<file path="config.mk">
export PLATFORM = sky130hd
export DESIGN_NAME = serial_adder
export DESIGN_NICKNAME = d
export VERILOG_FILES = /design/src/rtl/serial_adder_pkg.sv /design/src/rtl/full_adder_structural.sv /design/src/rtl/serial_adder.sv
export SDC_FILE = /design/constraint.sdc
export NUM_CORES = 1
export LEC_CHECK = 0
export BUFFER_PORTS_ARGS = -buffer_cell sky130_fd_sc_hd__buf_2
export CELL_PAD_IN_SITES_DETAIL_PLACEMENT = 2
export CELL_PAD_IN_SITES_GLOBAL_PLACEMENT = 2
export CORE_MARGIN = 3
export CORE_UTILIZATION = 35
export CTS_CLUSTER_DIAMETER = 150
export DETAILED_ROUTE_END_ITERATION = 10
export GPL_TIMING_DRIVEN = 0
export PLACE_DENSITY = 0.82
export SETUP_SLACK_MARGIN = 0.3
export SYNTH_ARGS = -nofsm -noshare
export SYNTH_HDL_FRONTEND = slang
export SYNTH_SLANG_ARGS = --single-unit
</file>
<file path="constraint.sdc">
create_clock -name clk -period 1.6 [get_ports clk]
set_clock_uncertainty 0.05 [all_clocks]
set_input_delay 0.16 -clock clk [delete_from_list [all_inputs] [get_ports clk]]
set_output_delay 0.16 -clock clk [all_outputs]
set_load 0.01 [all_outputs]
</file>
<file path="src/rtl/serial_adder_pkg.sv">
// Shared definitions for the bit-serial adder: FSM state encoding and sizing helpers.
package serial_adder_pkg;

    typedef enum logic [1:0] {
        IDLE = 2'd0,
        RUN  = 2'd1,
        DONE = 2'd2
    } state_t;

    // Counter must hold the value WIDTH itself, so it never wraps while counting bit positions.
    function automatic int counterWidth(input int width);
        return $clog2(width + 1);
    endfunction

endpackage

</file>
<file path="src/rtl/full_adder_structural.sv">
// Gate-level 1-bit full adder cell shared across the lab designs.
module full_adder_structural (
    input  logic a_i,
    input  logic b_i,
    input  logic c_i,
    output logic s_o,
    output logic c_o
);

    logic halfSum;
    logic genTerm;
    logic propTerm;

    xor gXor0 (halfSum, a_i, b_i);
    xor gXor1 (s_o, halfSum, c_i);
    and gAnd0 (genTerm, a_i, b_i);
    and gAnd1 (propTerm, halfSum, c_i);
    or  gOr0  (c_o, genTerm, propTerm);

endmodule

</file>
<file path="src/rtl/serial_adder.sv">
// Bit-serial adder: processes one bit per clock, LSB first, through a single full adder cell.
module serial_adder
    import serial_adder_pkg::*;
#(
    parameter int WIDTH = 8
) (
    input  logic             clk,
    input  logic             rst,
    input  logic             start,
    input  logic [WIDTH-1:0] a,
    input  logic [WIDTH-1:0] b,
    input  logic             c_in,
    output logic             busy,
    output logic             done,
    output logic [WIDTH-1:0] sum,
    output logic             c_out
);

    localparam int CW = counterWidth(WIDTH);
    localparam logic [CW-1:0] LAST_BIT = CW'(WIDTH - 1);

    state_t           state_q, state_d;
    logic [WIDTH-1:0] opA_q, opA_d;
    logic [WIDTH-1:0] opB_q, opB_d;
    logic [WIDTH-1:0] sum_q, sum_d;
    logic             carry_q, carry_d;
    logic [CW-1:0]    count_q, count_d;
    logic             cellSum;
    logic             cellCarry;

    full_adder_structural uCell (
        .a_i (opA_q[0]),
        .b_i (opB_q[0]),
        .c_i (carry_q),
        .s_o (cellSum),
        .c_o (cellCarry)
    );

    always_ff @(posedge clk or posedge rst) begin
        if (rst) begin
            state_q <= IDLE;
            opA_q   <= '0;
            opB_q   <= '0;
            sum_q   <= '0;
            carry_q <= 1'b0;
            count_q <= '0;
        end else begin
            state_q <= state_d;
            opA_q   <= opA_d;
            opB_q   <= opB_d;
            sum_q   <= sum_d;
            carry_q <= carry_d;
            count_q <= count_d;
        end
    end

    // Start is honoured only from IDLE or DONE; RUN ignores it so an addition cannot be reloaded.
    always_comb begin
        state_d = state_q;
        opA_d   = opA_q;
        opB_d   = opB_q;
        sum_d   = sum_q;
        carry_d = carry_q;
        count_d = count_q;

        case (state_q)
            IDLE, DONE: begin
                state_d = IDLE;
                if (start) begin
                    state_d = RUN;
                    opA_d   = a;
                    opB_d   = b;
                    carry_d = c_in;
                    count_d = '0;
                end
            end
            RUN: begin
                opA_d   = {1'b0, opA_q[WIDTH-1:1]};
                opB_d   = {1'b0, opB_q[WIDTH-1:1]};
                sum_d   = {cellSum, sum_q[WIDTH-1:1]};
                carry_d = cellCarry;
                count_d = count_q + 1'b1;
                if (count_q == LAST_BIT) begin
                    state_d = DONE;
                end
            end
            default: begin
                state_d = IDLE;
            end
        endcase
    end

    // The carry flop holds the final carry until the next accepted start, so it doubles as c_out.
    assign busy  = (state_q == RUN);
    assign done  = (state_q == DONE);
    assign sum   = sum_q;
    assign c_out = carry_q;

endmodule

</file>
==> results of run 1 <==
## repair_timing
item,4_1_cts,5_1_grt
cloned,1,1
setup endpoints to repair,23,33
endpoints found under the hold margin,0,12
pin swaps,1,11
gates resized for setup,9,17
hold buffers,0,1
setup buffers,11,3
## metal layers
layer  share of wire (%)  wire, µm  vias up  global-route usage (%)
met4                 1.8        68        0                    8.19
met2                  50      1940       35                    28.2
met1                  43      1660      533                    22.0
li1                    -         -      471                       -
met3                 4.8       183        4                    5.58
met5                   0         0        -                       0
## flip-flops by register name, indices dropped and copies added, names as in the netlist
register,cells
opB_q,8
opA_q,8
state_q,2
sum,8
c_out,1
count_q,4
## cell usage after synthesis (2+ instances only)
cell and count:
a21o_1 14, dfrtp_1 31, o21ai_1 2, nand2_1 5, mux2_1 9, buf_6 3
mux2i_1 3, a22o_1 17, buf_4 2, nor2b_1 2
## final cells by class
cell class | count | area (µm²)
Sequential cell | 31 | 776
Inverter | 1 | 3.75
Tap cell | 48 | 60.1
Fill cell | 370 | 1790
Clock buffer | 6 | 82.6
Timing Repair Buffer | 48 | 360
Multi-Input combinational cell | 61 | 554
Buffer | 7 | 86.3
Clock inverter | 1 | 5.00
## metrics by stage
step	power, µW	hold slack, ns	area (µm²)	setup WS (ns)
2_1_floorplan	2490	0.214	1360	0.307
3_5_place_dp	2970	0.345	1570	0.196
4_1_cts	4020	0.0504	1810	0.208
5_1_grt	4580	0.0515	1930	0.112
3_3_place_gp	2830	0.339	1570	0.236
6_report	4280	0.0597	1930	0.211
## placed cells by master, fill, tap and decap left out, drive strengths merged, types with 2 or more instances in the layout
cell type  synthesis  routed
buf                7      54
dfrtp             31      31
a22o              17      17
a21o              14      14
mux2               9       9
clkbuf             0       6
nand2              5       5
mux2i              3       3
nor2b              3       3
nor2               2       2
o21ai              2       2
## path summary, 6_finish.rpt
path / to
worst max-delay path: busy
worst min-delay path: opA_q[7]
worst max register to register: count_q[3]
worst min register to register: opA_q[2]
max in group asynchronous: count_q[2]
min in group asynchronous: sum[0]
## power groups by stage
stage | clock network [µW] | registers (µW) | logic, µW
after detailed placement | 0 | 1430 | 1540
after global placement | 0 | 1390 | 1450
after floorplan | 0 | 1410 | 1070
final | 616 | 1440 | 2230
after global routing | 682 | 1490 | 2410
after CTS | 636 | 1410 | 1970
## cell families after synthesis
logic type / after synthesis
AOI/OAI and AO/OA: 33
DFF: 31
and+or+nand+nor: 13
muxes: 12
buffers and inverters: 8
adders and majority gates: 2
xor gates and xnor gates: 1
==> out/results.tsv, run 1 <==
metric	value	unit
Synth cell types	22	
Non-Filler Instances	203	
placed cell count	178	
cell area after synthesis	0.00136	mm²
Pleak	0.00104	µW
Area Overhead vs Synth	41.8	%
share of layout cells above drive strength 1	45.8	%
Die ar.	0.00467	mm²
hold crit path type	in2reg	
status	finished, final reports clean	
FF-to-FF Start	state_q[1]	
ys async rst share	100	%
global-route usage over all layers	17.8	%
XOR/XNOR Fraction of Synth Area	0.644	%
Root Driver	clkbuf_8	
multiplexer share of the synthesized area	9.66	%
clock group share of total power	14.4	%
PD cells	2220	mW/mm²
vias in the first global route	1132	
# DRC	0	
Slowest cell on crit path	dfrtp_1	
IO Port Bufs	30	
simple-gate share of the synthesized area	5.52	%
Compound-Gate Fraction of Synth Area	19.4	%
ys flop type	dfrtp_1	
crit share post-route	86.8	%
Final Core Density	51.9	%
Hold Violations, Final	0	
H-tree Lvls	2	
Worst EP arrival	1.18	ns
clk sinks	31	
worst-path fanout max	7	
clock buffer depth	2	
CTS tree	yes	
Area contributors post-synth	dfrtp_1 57%, a22o_1 11%, a21o_1 7.7%	
antenna diode count	0	
cts bufs inserted	5	
maximum VDD drop	673	µV
synth warn	0	
DR pass1 iterations	4	
drt total wl	3850	µm
combinational share of power	52.1	%
Sw Pwr	1490	µW
EDFF count, synth	0	
cell taking the most area after synthesis	dfrtp_1	
Layout Nets	177	
relative slew slack	58.3	%
cell depth of the worst setup path	4	
measured slew at the worst slew-check pin	0.625	ns
post-synthesis sequential area ratio	57.0	%
fmax	720	MHz
Initial Util	36.6	%
switch share	34.7	%
Flop pwr share	33.5	%
Ports	31	
pin count of the biggest net entering global routing	32	
area share of the largest cell type after synthesis	57.0	%
latest clock arrival within the worst-skew pair	0.28	ns
Most common cell on crit path	buf_8	
Cell Rows	22	
largest family of logic cells by synthesized area	compound AO/OA/AOI/OAI gates	
Initial DRC Count	29	
Buf+Inv Stages, Crit Path	3	
largest delay contributor family on the critical path	flip-flops	
total gr overflow	0	
startpoint types	register	
Post-Syn Area per Cell	13.6	µm²
Die Height	68.3	µm
worst reg-to-reg setup slack	0.21	ns
number of synthesized register bits	31	
RSZ-0062 raised after global routing	yes	
die width	68.3	µm
crit path cell chain	nor2b_4, buf_8, buf_8, buf_6	
vias per inst	5.14	
# setup viols final	0	
Reg2Reg Depth	6	
HPWL Detailed	2230	µm
Hold Startpoint	a[7]	
CTS clk-pin slew, worst paths	0.06	ns
Post-Synth Adder-Cell Area	2.39	%
initial antenna violation count	0	
cell count after synthesis	100	
post-layout min period	1.39	ns
per-cell routed wire length	18.9	µm
Core Box Area	0.00372	mm²
CP Capture Type	primary output	
Cells on Worst Hold Path	2	
Placer Congestion	0.731	
first-pass GRT wire length	5720	µm
crit path from	state_q[0]	
Max-Cap Viols	0	
Setup TNS	0	ns
vias	1043	
Pint	2800	µW
Routed Antenna Nets	0	
slowest stage delay, CP	0.39	ns
crit path kind	reg2out	
Syn Nets	122	
CP Data Required Time	1.39	ns
pins over their slew limit	0	
Note: power is estimated with default switching activity, not from simulation.
==> run 2, diff against run 1 <==
Settings changed: ABC_AREA set to 1, CORE_UTILIZATION 35 to 29, PLACE_DENSITY 0.82 to 0.81.
==> out/results.tsv, run 2 <==
metric	value	unit
status	finished, final reports clean	
per-cell routed wire length	13.8	µm
antenna diode count	0	
Hold Violations, Final	0	
worst-path fanout max	3	
Compound-Gate Fraction of Synth Area	0.694	%
simple-gate share of the synthesized area	34.7	%
cts bufs inserted	5	
H-tree Lvls	2	
Max-Cap Viols	0	
fmax	768	MHz
IO Port Bufs	30	
Layout Nets	266	
RSZ-0062 raised after global routing	yes	
CTS clk-pin slew, worst paths	0.07	ns
number of synthesized register bits	31	
clk sinks	31	
CP Data Required Time	1.39	ns
first-pass GRT wire length	7330	µm
ys flop type	dfrtp_1	
area share of the largest cell type after synthesis	53.8	%
CP Capture Type	primary output	
most common cell after layout, fill and taps aside	nand2_1	
Area contributors post-synth	dfrtp_1 54%, nand2_1 31%, inv_1 5.7%	
EDFF count, synth	0	
slowest stage delay, CP	0.44	ns
Ports	31	
Worst EP arrival	1.09	ns
Core Box Area	0.00475	mm²
# setup viols final	0	
global-route usage over all layers	16.0	%
HPWL Detailed	2590	µm
count leader, synth	nand2_1	
CTS tree	yes	
multiplexer share of the synthesized area	0	%
Cell Rows	25	
most frequent cells in the layout	117 x nand2_1, 29 x dfrtp_1, 29 x buf_2	
cell taking the most area after synthesis	dfrtp_1	
clock buffer depth	2	
ys async rst share	100	%
drt total wl	4320	µm
largest delay contributor family on the critical path	flip-flops	
pin count of the biggest net entering global routing	32	
Initial DRC Count	41	
measured slew at the worst slew-check pin	0.640	ns
vias in the first global route	1459	
most frequent cells after synthesis	119 x nand2_1, 31 x dfrtp_1, 22 x inv_1, 4 x nor2_1	
Post-Synth Adder-Cell Area	2.25	%
startpoint types	register	
share of layout cells above drive strength 1	27.3	%
post-layout min period	1.30	ns
synth warn	0	
Post-Syn Area per Cell	7.47	µm²
die width	76.5	µm
pins over their slew limit	0	
largest family of logic cells by synthesized area	simple AND/OR/NAND/NOR gates	
vias per inst	4.36	
Synth cell types	15	
total gr overflow	0	
Placer Congestion	0.716	
Pleak	0.00115	µW
Routed Antenna Nets	0	
Initial Util	30.3	%
Root Driver	clkbuf_8	
XOR/XNOR Fraction of Synth Area	0	%
Area Overhead vs Synth	37.2	%
initial antenna violation count	0	
crit share post-route	81.4	%
relative slew slack	57.1	%
Buf+Inv Stages, Crit Path	3	
Syn Nets	215	
crit path cell chain	inv_2, nor2_4, buf_6, buf_6	
cell area after synthesis	0.00144	mm²
WHS	0.0244	ns
Die Height	76.5	µm
Filler cells	567	
crit path kind	reg2out	
Die ar.	0.00586	mm²
vias	1361	
DR pass1 iterations	2	
maximum VDD drop	530	µV
hold crit path type	in2reg	
PD cells	2060	mW/mm²
post-synthesis sequential area ratio	53.8	%
latest clock arrival within the worst-skew pair	0.29	ns
cell count after synthesis	193	
# DRC	0	
Slowest cell on crit path	dfrtp_2	
Most common cell on crit path	buf_6	
Setup TNS	0	ns
run 2: cell types whose count changed in the layout (fill, tap and decap cells not counted), sizes merged, moves of 4 or more:
cell	before	now
mux2	9	0
inv	1	22
nand2	5	119
a21o	14	0
nor2	2	6
a22o	17	0
buf	54	48
run 2: logic make-up (layout without fill, tap and decap cells):
kind of cell	after synthesis	in the layout
AND/OR/NAND/NOR	129	129
flip-flops	31	31
AO/OA/AOI/OAI	2	2
adder cells (fa/ha/maj)	2	2
buffers and inverters	29	81
run 2: worst min-delay path, cell delays in order:
cell	delay, ns
buf_2	0.07
nand2_1	0.04
nand2_1	0.05
run 2: cell type report:
cell class | count | area [µm²] | share of cell area [%]
multi-input combinational | 133 | 558 | 28.2
clock buffer | 6 | 82.6 | 4.17
clock inverter | 2 | 35.0 | 1.77
tap | 67 | 83.8 | 4.24
timing repair buffer | 44 | 292 | 14.7
inverter | 23 | 86.3 | 4.36
sequential | 31 | 778 | 39.3
buffer | 6 | 63.8 | 3.22
run 2: through the flow:
step	cells	setup WS, ns	cell area (µm²)	power, µW	util [%]
3_3_place_gp	290	0.157	1680	2760	35.3
4_1_cts	302	0.288	1860	3900	39.1
5_1_grt	312	0.234	1980	4510	41.6
3_5_place_dp	290	0.152	1680	2850	35.3
2_1_floorplan	193	0.395	1440	2350	-
6_report	312	0.298	1980	4080	41.6
run 2: final timing paths:
path	cells past startpoint	slack, ns	startpoint	end
worst min register to register	2	0.43	opA_q[6]	opA_q[6]
worst min-delay path	3	0.02	a[7]	opA_q[7]
max in group asynchronous	4	0.68	rst	opB_q[7]
worst max register to register	7	0.33	state_q[0]	count_q[3]
worst max-delay path	4	0.30	state_q[0]	busy
min in group asynchronous	3	0.37	rst	count_q[0]
run 2: routing by layer:
| metal | vias to the layer above | track usage [%] | routed length, µm |
|---|---|---|---|
| met5 | - | 0 | 0 |
| li1 | 664 | - | - |
| met2 | 27 | 27.2 | 2240 |
| met1 | 665 | 19.9 | 1910 |
| met3 | 5 | 2.60 | 112 |
| met4 | 0 | 7.07 | 60 |
run 2: timing repair:
item	in CTS	in global routing
cloned	1	0
hold buffers	0	1
pin swaps	2	2
endpoints found under the hold margin	0	14
endpoints found under the setup margin	15	23
gates resized for setup	12	8
setup buffers	3	8
run 2: report_power, final:
| group | leakage (µW) | switching, µW | internal (µW) |
|---|---|---|---|
| Sequential | 0.000389 | 274 | 1140 |
| Combinational | 0.000702 | 1040 | 814 |
| Clock | 0.0000612 | 314 | 504 |
| Total | 0.00115 | 1630 | 2460 |
